===== src/rtl/accel_bridge_pkg.sv =====
// Shared types and constants for the accel_axil_bridge slice: FSM state encoding,
// AXI response codes and the word-index geometry of the attached register bank.
package accel_bridge_pkg;

   typedef enum logic [2:0] {
      IDLE,
      WR_STB,
      WR_RESP,
      RD_STB,
      RD_CAP,
      RD_RESP
   } bridge_state_t;

   localparam logic [1:0] RESP_OKAY   = 2'b00;
   localparam logic [1:0] RESP_SLVERR = 2'b10;

   localparam int WORD_LSB = 3;
   localparam int IDX_W    = 16;

endpackage


===== src/rtl/accel_bridge_arb.sv =====
// Two-requester round-robin arbiter (write vs read) for the bridge's IDLE state.
// Uncontested requests win immediately; contested ones alternate via last_was_read.
module accel_bridge_arb (
   input  logic clock,
   input  logic resetn,
   input  logic i_wr_elig,
   input  logic i_rd_elig,
   input  logic i_idle,
   output logic o_wr_grant,
   output logic o_rd_grant
);

   logic r_last_was_read;

   always_comb begin
      o_rd_grant = i_idle & i_rd_elig & (~i_wr_elig | ~r_last_was_read);
      o_wr_grant = i_idle & i_wr_elig & (~i_rd_elig |  r_last_was_read);
   end

   always_ff @(posedge clock or negedge resetn) begin
      if (!resetn) begin
         r_last_was_read <= 1'b0;
      end else if (o_rd_grant) begin
         r_last_was_read <= 1'b1;
      end else if (o_wr_grant) begin
         r_last_was_read <= 1'b0;
      end
   end

endmodule


===== src/rtl/accel_axil_bridge.sv =====
// AXI4-Lite slave to single-cycle register-port bridge, one transaction in flight.
// Optional out-of-range SLVERR with strobe suppression: ACCEL_BRIDGE_RANGE_CHECK_EN.
module accel_axil_bridge
   import accel_bridge_pkg::*;
#(
   parameter int NUM_REGS   = 16,
   parameter int AXI_ADDR_W = 32
) (
   input  logic                  clock,
   input  logic                  resetn,
   input  logic [AXI_ADDR_W-1:0] s_awaddr,
   input  logic                  s_awvalid,
   output logic                  s_awready,
   input  logic [63:0]           s_wdata,
   input  logic [7:0]            s_wstrb,
   input  logic                  s_wvalid,
   output logic                  s_wready,
   output logic [1:0]            s_bresp,
   output logic                  s_bvalid,
   input  logic                  s_bready,
   input  logic [AXI_ADDR_W-1:0] s_araddr,
   input  logic                  s_arvalid,
   output logic                  s_arready,
   output logic [63:0]           s_rdata,
   output logic [1:0]            s_rresp,
   output logic                  s_rvalid,
   input  logic                  s_rready,
   output logic [15:0]           write_addr,
   output logic [63:0]           write_data,
   output logic [7:0]            be,
   output logic                  we,
   output logic [15:0]           read_addr,
   output logic                  oe,
   input  logic [63:0]           read_data
);

`ifdef ACCEL_BRIDGE_RANGE_CHECK_EN
   localparam logic RANGE_EN = 1'b1;
`else
   localparam logic RANGE_EN = 1'b0;
`endif
   localparam logic [IDX_W:0] NUM_REGS_EXT = (IDX_W + 1)'(NUM_REGS);

   bridge_state_t    r_state;
   bridge_state_t    w_state_next;
   logic [IDX_W-1:0] r_write_addr;
   logic [63:0]      r_write_data;
   logic [7:0]       r_be;
   logic [IDX_W-1:0] r_read_addr;
   logic [63:0]      r_rdata;
   logic [1:0]       r_bresp;
   logic [1:0]       r_rresp;
   logic             r_err;
   logic [IDX_W-1:0] w_aw_idx;
   logic [IDX_W-1:0] w_ar_idx;
   logic             w_aw_oob;
   logic             w_ar_oob;
   logic             w_idle;
   logic             w_wr_grant;
   logic             w_rd_grant;
   logic             w_unused;

   assign w_aw_idx = s_awaddr[WORD_LSB+IDX_W-1:WORD_LSB];
   assign w_ar_idx = s_araddr[WORD_LSB+IDX_W-1:WORD_LSB];
   assign w_aw_oob = RANGE_EN & ({1'b0, w_aw_idx} >= NUM_REGS_EXT);
   assign w_ar_oob = RANGE_EN & ({1'b0, w_ar_idx} >= NUM_REGS_EXT);
   assign w_unused = ^{s_awaddr[AXI_ADDR_W-1:WORD_LSB+IDX_W], s_awaddr[WORD_LSB-1:0],
                       s_araddr[AXI_ADDR_W-1:WORD_LSB+IDX_W], s_araddr[WORD_LSB-1:0]};

   // Gating with resetn keeps every ready low while reset is held.
   assign w_idle = (r_state == IDLE) & resetn;

   accel_bridge_arb u_arb (
      .clock      (clock),
      .resetn     (resetn),
      .i_wr_elig  (s_awvalid & s_wvalid),
      .i_rd_elig  (s_arvalid),
      .i_idle     (w_idle),
      .o_wr_grant (w_wr_grant),
      .o_rd_grant (w_rd_grant)
   );

   assign s_awready  = w_wr_grant;
   assign s_wready   = w_wr_grant;
   assign s_arready  = w_rd_grant;
   assign write_addr = r_write_addr;
   assign write_data = r_write_data;
   assign be         = r_be;
   assign read_addr  = r_read_addr;
   assign s_rdata    = r_rdata;
   assign s_bresp    = r_bresp;
   assign s_rresp    = r_rresp;

   always_comb begin
      w_state_next = r_state;
      we           = 1'b0;
      oe           = 1'b0;
      s_bvalid     = 1'b0;
      s_rvalid     = 1'b0;
      case (r_state)
         IDLE: begin
            if (w_wr_grant) begin
               w_state_next = WR_STB;
            end else if (w_rd_grant) begin
               w_state_next = RD_STB;
            end
         end
         WR_STB: begin
            we           = ~r_err;
            w_state_next = WR_RESP;
         end
         WR_RESP: begin
            s_bvalid = 1'b1;
            if (s_bready) w_state_next = IDLE;
         end
         RD_STB: begin
            oe           = ~r_err;
            w_state_next = RD_CAP;
         end
         RD_CAP: w_state_next = RD_RESP;
         RD_RESP: begin
            s_rvalid = 1'b1;
            if (s_rready) w_state_next = IDLE;
         end
         default: w_state_next = IDLE;
      endcase
   end

   always_ff @(posedge clock or negedge resetn) begin
      if (!resetn) begin
         r_state      <= IDLE;
         r_write_addr <= '0;
         r_write_data <= '0;
         r_be         <= '0;
         r_read_addr  <= '0;
         r_rdata      <= '0;
         r_bresp      <= RESP_OKAY;
         r_rresp      <= RESP_OKAY;
         r_err        <= 1'b0;
      end else begin
         r_state <= w_state_next;
         if (w_wr_grant) begin
            r_write_addr <= w_aw_idx;
            r_write_data <= s_wdata;
            r_be         <= s_wstrb;
            r_err        <= w_aw_oob;
            r_bresp      <= w_aw_oob ? RESP_SLVERR : RESP_OKAY;
         end else if (w_rd_grant) begin
            r_read_addr <= w_ar_idx;
            r_err       <= w_ar_oob;
            r_rresp     <= w_ar_oob ? RESP_SLVERR : RESP_OKAY;
         end
         // Bank data is valid exactly one cycle after oe, i.e. while in RD_CAP.
         if (r_state == RD_CAP) begin
            r_rdata <= r_err ? 64'd0 : read_data;
         end
      end
   end

endmodule

===== config.mk =====
export PLATFORM = sky130hd
export DESIGN_NAME = accel_axil_bridge
export DESIGN_NICKNAME = d
export VERILOG_FILES = /design/src/rtl/accel_bridge_pkg.sv /design/src/rtl/accel_bridge_arb.sv /design/src/rtl/accel_axil_bridge.sv
export SDC_FILE = /design/constraint.sdc
export NUM_CORES = 1
export LEC_CHECK = 0
export ABC_AREA = 1
export BUFFER_PORTS_ARGS = -buffer_cell sky130_fd_sc_hd__buf_2
export CORE_AREA = 8 8 143 145
export DETAILED_ROUTE_END_ITERATION = 10
export DIE_AREA = 0 0 151 153
export PLACE_DENSITY_LB_ADDON = 0.12
export SYNTH_ARGS = -nofsm -noshare
export SYNTH_HDL_FRONTEND = slang
export SYNTH_SLANG_ARGS = --single-unit

===== constraint.sdc =====
create_clock -name clock -period 2.03 [get_ports clock]
set_clock_uncertainty 0.2 [all_clocks]
set_input_delay 0 -clock clock [delete_from_list [all_inputs] [get_ports clock]]
set_output_delay 0 -clock clock [all_outputs]
set_load 0.02 [all_outputs]

==> results.py, run 1 <==
metrics = {
    "placement": {
        "place_congestion": 0.729,
        "dp_hpwl_microns": 15300,
        "place_ws_ns": 0.304,
        "port_buffers": 349,
    },
    "timing": {
        "rsz0062_at_grt": "yes",
        "worstMarginPinSlew_ns": 0.689,
        "fin_crit_sh_pct": 97.1,
        "drv_slew": 0,
        "slew_headroom_pct": 54.1,
        "period_needed_ns": 1.97,
        "hold-worst-slack_ns": 0.0229,
        "setup_viol": 0,
        "setup_ws_ns": 0.0582,
        "fmax_mhz": 507,
        "final_hold_viol_count": 0,
    },
    "power": {
        "max-vdd-ir-drop_mv": 0.848,
        "p_leak_uw": 0.00585,
        "p_per_area_mw_per_mm2": 1460,
    },
    "run": {
        "cap_violations": 0,
    },
    "clocking": {
        "ctsLongestPathBuffers": 2,
        "tritoncts": "yes",
        "cts.sinks": 172,
        "htreeDepth": 4,
        "numCtsBuffers": 17,
        "clk_pin_slew_ns": 0.07,
        "root_buffer": "clkbuf_16",
        "insertion_delay_ns": 0.41,
    },
    "die": {
        "fp.dieW_microns": 151,
        "dieArea_sq_mm": 0.0231,
        "die_y_microns": 153,
        "start_util_pct": 36.9,
        "fp-row-count": 50,
        "io_pins": 386,
        "core_area_sq_mm": 0.0183,
    },
    "synth": {
        "synth_top_area_share_pct": 63.9,
        "synthDistinctLibCells": 22,
        "synth_area_sq_mm": 0.00674,
        "synth_edf_count": 0,
        "ys_seq_area_share_pct": 63.9,
        "syn_inst": 628,
        "avgSynthCellArea_sq_um": 10.7,
        "yosysTopAreaCell": "dfrtp_1",
        "ys.flop_type": "dfrtp_1",
        "async_flop_share_pct": 100,
        "synth-seq-cells": 172,
        "ys_warn_count": 0,
        "synthTopCellsByArea": "dfrtp_1, nand2_1, mux2_2, o21ai_0, buf_4",
    },
    "min_path": {
        "worstHoldPathCells": 6,
        "hold_class": "input pin to flop",
        "hold_start": "s_awvalid",
        "worstHoldEndpoint": "write_data[45]",
    },
    "setup_path": {
        "critPathCaptureType": "flop",
        "r2r-end": "read_addr[3]",
        "ff2ff_setup_slack_ns": 0.06,
        "cp_max_fo": 9,
        "reg2reg_from": "r_state[1]",
        "cp.required_ns": 2.18,
        "r2r.worst_path.cells": 8,
        "cp_data_arrival_time_ns": 2.12,
        "worstSetupStartpointType": "flop",
        "worstSetupPathType": "flop to flop",
    },
    "final_layout": {
        "layout.nets": 1378,
        "area_growth_pct": 68.5,
        "final_layout_size_suffix_gt1_share_pct": 40.6,
        "layout.cells.most_common": "buf_2",
        "fin_util_pct": 62.1,
        "final_cell_mix": "buf_2, nand2_1, dlygate4sd3_1, dfrtp_1, o21ai_0",
    },
    "drt": {
        "post-route-drc-count": 0,
        "wl_per_cell_microns": 16.8,
        "wl_met2_microns": 11900,
        "via_count": 6433,
        "routed-wl-met3_microns": 2160,
        "ant_nets": 0,
        "via_per_inst": 4.53,
        "wl_met1_microns": 9210,
        "routed_wl_microns": 23900,
        "highest_layer": "met4",
        "drt_pass1_iterations": 4,
        "drt_iter0_drc": 289,
    },
    "run_status": {
        "outcome": "finished, final reports clean",
    },
    "grt": {
        "grt_pass1_vias": 6885,
        "grt_pass1_wl_microns": 37200,
        "gr-total-overflow": 0,
        "grt_util_all_layers_pct": 20.3,
        "grt_max_degree": 122,
        "antenna_found_initial": 1,
    },
}
## sequential cells by signal, indices dropped and copies added, names as in the netlist
name,count
read_addr,16
r_state,3
be,8
u_arb.r_last_was_read,1
s_rdata,64
write_data,64
write_addr,16
## through the flow
step	power (uW)	cells	area (sq um)	setup TNS [ns]
after floorplan	10100	631	6750	0
after global placement	12800	1184	8710	0
after detailed placement	12900	1184	8710	0
after CTS	16600	1410	11300	0
after global routing	17700	1419	11400	-0.0952
final	16600	1419	11400	0
## worst max-delay path by stage
| stage | start | endpoint | slack (ns) | cells after the start |
|---|---|---|---|---|
| floorplan | r_state[1] | r_state[0] | 0.35 | 7 |
| global placement | r_state[0] | s_arready | 0.31 | 6 |
| detailed placement | r_state[0] | s_arready | 0.30 | 6 |
| CTS | r_state[0] | read_addr[13] | 0.03 | 8 |
| global route | r_state[1] | r_state[0] | -0.05 | 9 |
| finish | r_state[1] | read_addr[3] | 0.06 | 8 |
## cell families (layout without fill, tap and decap cells)
kind of cell / after synthesis / count (layout) / share of synthesized area, %
AND/OR/NAND/NOR: 250 / 250 / 14.8
flip-flops: 172 / 172 / 63.9
AO/OA/AOI/OAI: 91 / 91 / 6.76
multiplexers: 64 / 64 / 10.7
buffers and inverters: 50 / 603 / 3.81
other: 1 / 5 / 0.0557
## repair_timing
action / 4_1_cts / 5_1_grt
cloned: 1 / 1
pin swaps: 1 / 2
gates resized for setup: 2 / 7
hold endpoints to repair: 344 / 0
setup endpoints to repair: 3 / 18
buffers inserted: 2 / 7
hold buffers: 191 / 0
## where the power goes
| part | switching [uW] | internal (uW) |
|---|---|---|
| clock | 1420 | 1870 |
| sequential | 763 | 5130 |
| combinational | 4630 | 2790 |
## per-layer routing
metal  GRT usage, %  vias up
met5              0        -
met4           8.16        0
met3           6.50       41
met2           34.2      267
met1           23.4     3014
li1               -     3111
## cell usage after synthesis (3+ instances only)
library cell and count:
buf_2 13, buf_4 9, clkbuf_1 15, dfrtp_1 172, inv_1 7, mux2_2 64
nand2_1 237, nor2_1 4, o21ai_0 87, o21ai_1 3
## worst max-delay path, stage by stage (launching register included)
cell and delay (ns):
dfrtp_2 0.43, nor2_4 0.16, nand3_4 0.09, inv_2 0.07, nand3_4 0.14, clkinv_8 0.11, nand2_1 0.06, dlygate4sd3_1 0.56
nand2_1 0.08
## layout make-up
cell class / instances / area (sq um)
timing repair buffer: 561 / 3900
fill: 1508 / 6920
tap: 234 / 293
inverter: 9 / 46.3
sequential: 172 / 4310
antenna: 1 / 2.50
multi-input combinational: 409 / 2200
timing repair inverter: 1 / 8.76
clock buffer: 18 / 439
clock inverter: 14 / 156
Note: power is estimated with default switching activity, not from simulation.
==> run 2, diff against run 1 <==
- CORE_AREA: 8 8 143 145 -> 2 2 150 152
- DIE_AREA: 0 0 151 153 -> 0 0 152 154
- MAX_ROUTING_LAYER: not set -> met4
==> run 2 against run 1 <==
Sequential cell count did not move. Sequential power hardly changed. Critical endpoint is now read_addr[11]. Count of clock-buffer cells in the layout is 1 higher. Fmax shrank 2.1%. Sequential share of layout area stayed put. First-iteration DRC count rose by 3.1%. Register-to-register slack lost 0.04 ns. Worst setup slack worse by 0.042 ns.
==> results.py, run 2 (synthesized netlist as in run 1, its figures left out) <==
metrics = {
    "timing": {
        "setup_ws_ns": 0.0160,
        "slew_headroom_pct": 38.5,
        "final_hold_viol_count": 0,
        "fmax_mhz": 497,
        "setup_viol": 0,
        "hold-worst-slack_ns": 0.000631,
        "period_needed_ns": 2.01,
        "fin_crit_sh_pct": 99.2,
        "worstMarginPinSlew_ns": 0.922,
        "rsz0062_at_grt": "yes",
        "drv_slew": 0,
    },
    "run_status": {
        "outcome": "finished, final reports clean",
    },
    "clocking": {
        "clk_pin_slew_ns": 0.07,
        "htreeDepth": 4,
        "tritoncts": "yes",
        "ctsLongestPathBuffers": 2,
        "insertion_delay_ns": 0.41,
        "root_buffer": "clkbuf_16",
        "numCtsBuffers": 17,
        "cts.sinks": 172,
    },
    "power": {
        "p_per_area_mw_per_mm2": 1440,
        "switching_power_uw": 6730,
        "pwr-share-comb_pct": 44.3,
        "clkPwrFrac_pct": 19.5,
        "power_frac_seq_pct": 36.1,
        "p_leak_uw": 0.00581,
        "p_int_uw": 9620,
        "p_sw_share_pct": 41.2,
        "max-vdd-ir-drop_mv": 0.623,
        "p_total_uw": 16300,
    },
    "drt": {
        "via_count": 6354,
        "drt_pass1_iterations": 4,
        "drt_iter0_drc": 298,
        "ant_nets": 0,
        "routed_wl_microns": 22000,
        "wl_per_cell_microns": 15.1,
        "via_per_inst": 4.36,
        "post-route-drc-count": 0,
    },
    "final_layout": {
        "layout.cells.most_common": "buf_2",
        "area_growth_pct": 68.5,
        "fin_util_pct": 52.3,
        "antenna_cells": 0,
        "final_layout_size_suffix_gt1_share_pct": 40.2,
        "layout.nets": 1371,
        "final_cell_mix": "buf_2, nand2_1, dlygate4sd3_1, dfrtp_1, o21ai_0",
    },
    "die": {
        "fp.dieW_microns": 152,
        "fp-row-count": 54,
        "io_pins": 386,
        "core_area_sq_mm": 0.0217,
        "start_util_pct": 31.1,
        "die_y_microns": 154,
        "dieArea_sq_mm": 0.0234,
    },
    "setup_path": {
        "worstSetupStartpointType": "flop",
        "cp_data_arrival_time_ns": 2.17,
        "worstSetupPathType": "flop to flop",
        "cp_max_fo": 8,
        "critPathCaptureType": "flop",
        "cp.required_ns": 2.18,
    },
    "grt": {
        "grt_pass1_vias": 6876,
        "antenna_found_initial": 0,
        "grt_max_degree": 173,
        "gr-total-overflow": 0,
        "grt_pass1_wl_microns": 35500,
        "grt_util_all_layers_pct": 19.4,
    },
    "placement": {
        "port_buffers": 349,
        "place_congestion": 0.743,
        "dp_hpwl_microns": 13500,
        "place_ws_ns": 0.192,
    },
    "run": {
        "cap_violations": 0,
    },
    "min_path": {
        "hold_class": "input pin to flop",
    },
}
-- run 2: layout make-up --
type | instances | area, sq um
inverter | 9 | 46.3
clock buffer | 19 | 443
timing repair inverter | 1 | 8.76
fill | 1990 | 10300
timing repair buffer | 554 | 3870
sequential | 172 | 4310
clock inverter | 13 | 131
multi-input combinational | 409 | 2200
tap | 280 | 350
-- run 2: per-layer routing --
| layer | wire, microns | GRT usage, % | vias up | share of wire, % |
|---|---|---|---|---|
| li1 | - | - | 3093 | - |
| met1 | 9110 | 22.7 | 2968 | 41 |
| met2 | 11100 | 33.2 | 267 | 51 |
| met3 | 1380 | 4.90 | 26 | 6.3 |
| met4 | 397 | 5.83 | 0 | 1.8 |
| met5 | 0 | - | - | 0 |
-- run 2: worst max-delay path: stages (launching register included) --
cell	delay [ns]
dfrtp_2	0.43
nor2_4	0.16
nand3_4	0.12
inv_2	0.09
nand3_4	0.13
inv_6	0.12
nand2_1	0.05
dlygate4sd3_1	0.57
nand2_1	0.08
-- run 2: path summary, 6_finish.rpt --
path                              start              to  slack [ns]  cells after the start
max                          r_state[1]   read_addr[11]        0.02                      8
min                            s_wvalid  write_data[51]      0.0006                      6
max reg2reg                  r_state[1]   read_addr[11]        0.02                      8
min reg2reg                read_addr[4]    read_addr[4]        0.27                      2
max in group asynchronous        resetn  write_data[26]        0.77                      3
min in group asynchronous        resetn  write_data[48]        0.20                      3
-- run 2: repair_timing --
item,4_1_cts,5_1_grt
pin swaps,1,2
setup buffers,2,5
endpoints found under the hold margin,344,0
gates resized for setup,2,6
endpoints found under the setup margin,3,16
gates cloned,1,1
hold buffers,188,0
-- run 2: power groups by stage --
stage / combinational (uW) / clock (uW) / sequential [uW]
floorplan: 2060 / 0 / 8060
global placement: 6860 / 0 / 5890
detailed placement: 6900 / 0 / 5910
CTS: 7210 / 3310 / 5890
global route: 7820 / 3450 / 6140
finish: 7250 / 3190 / 5910
-- run 2: through the flow --
step,area [sq um],cells,TNS (ns)
floorplan,6750,631,0
CTS,11300,1451,0
finish,11400,1457,0
detailed placement,8770,1228,0
global route,11400,1457,-0.573
global placement,8770,1228,0
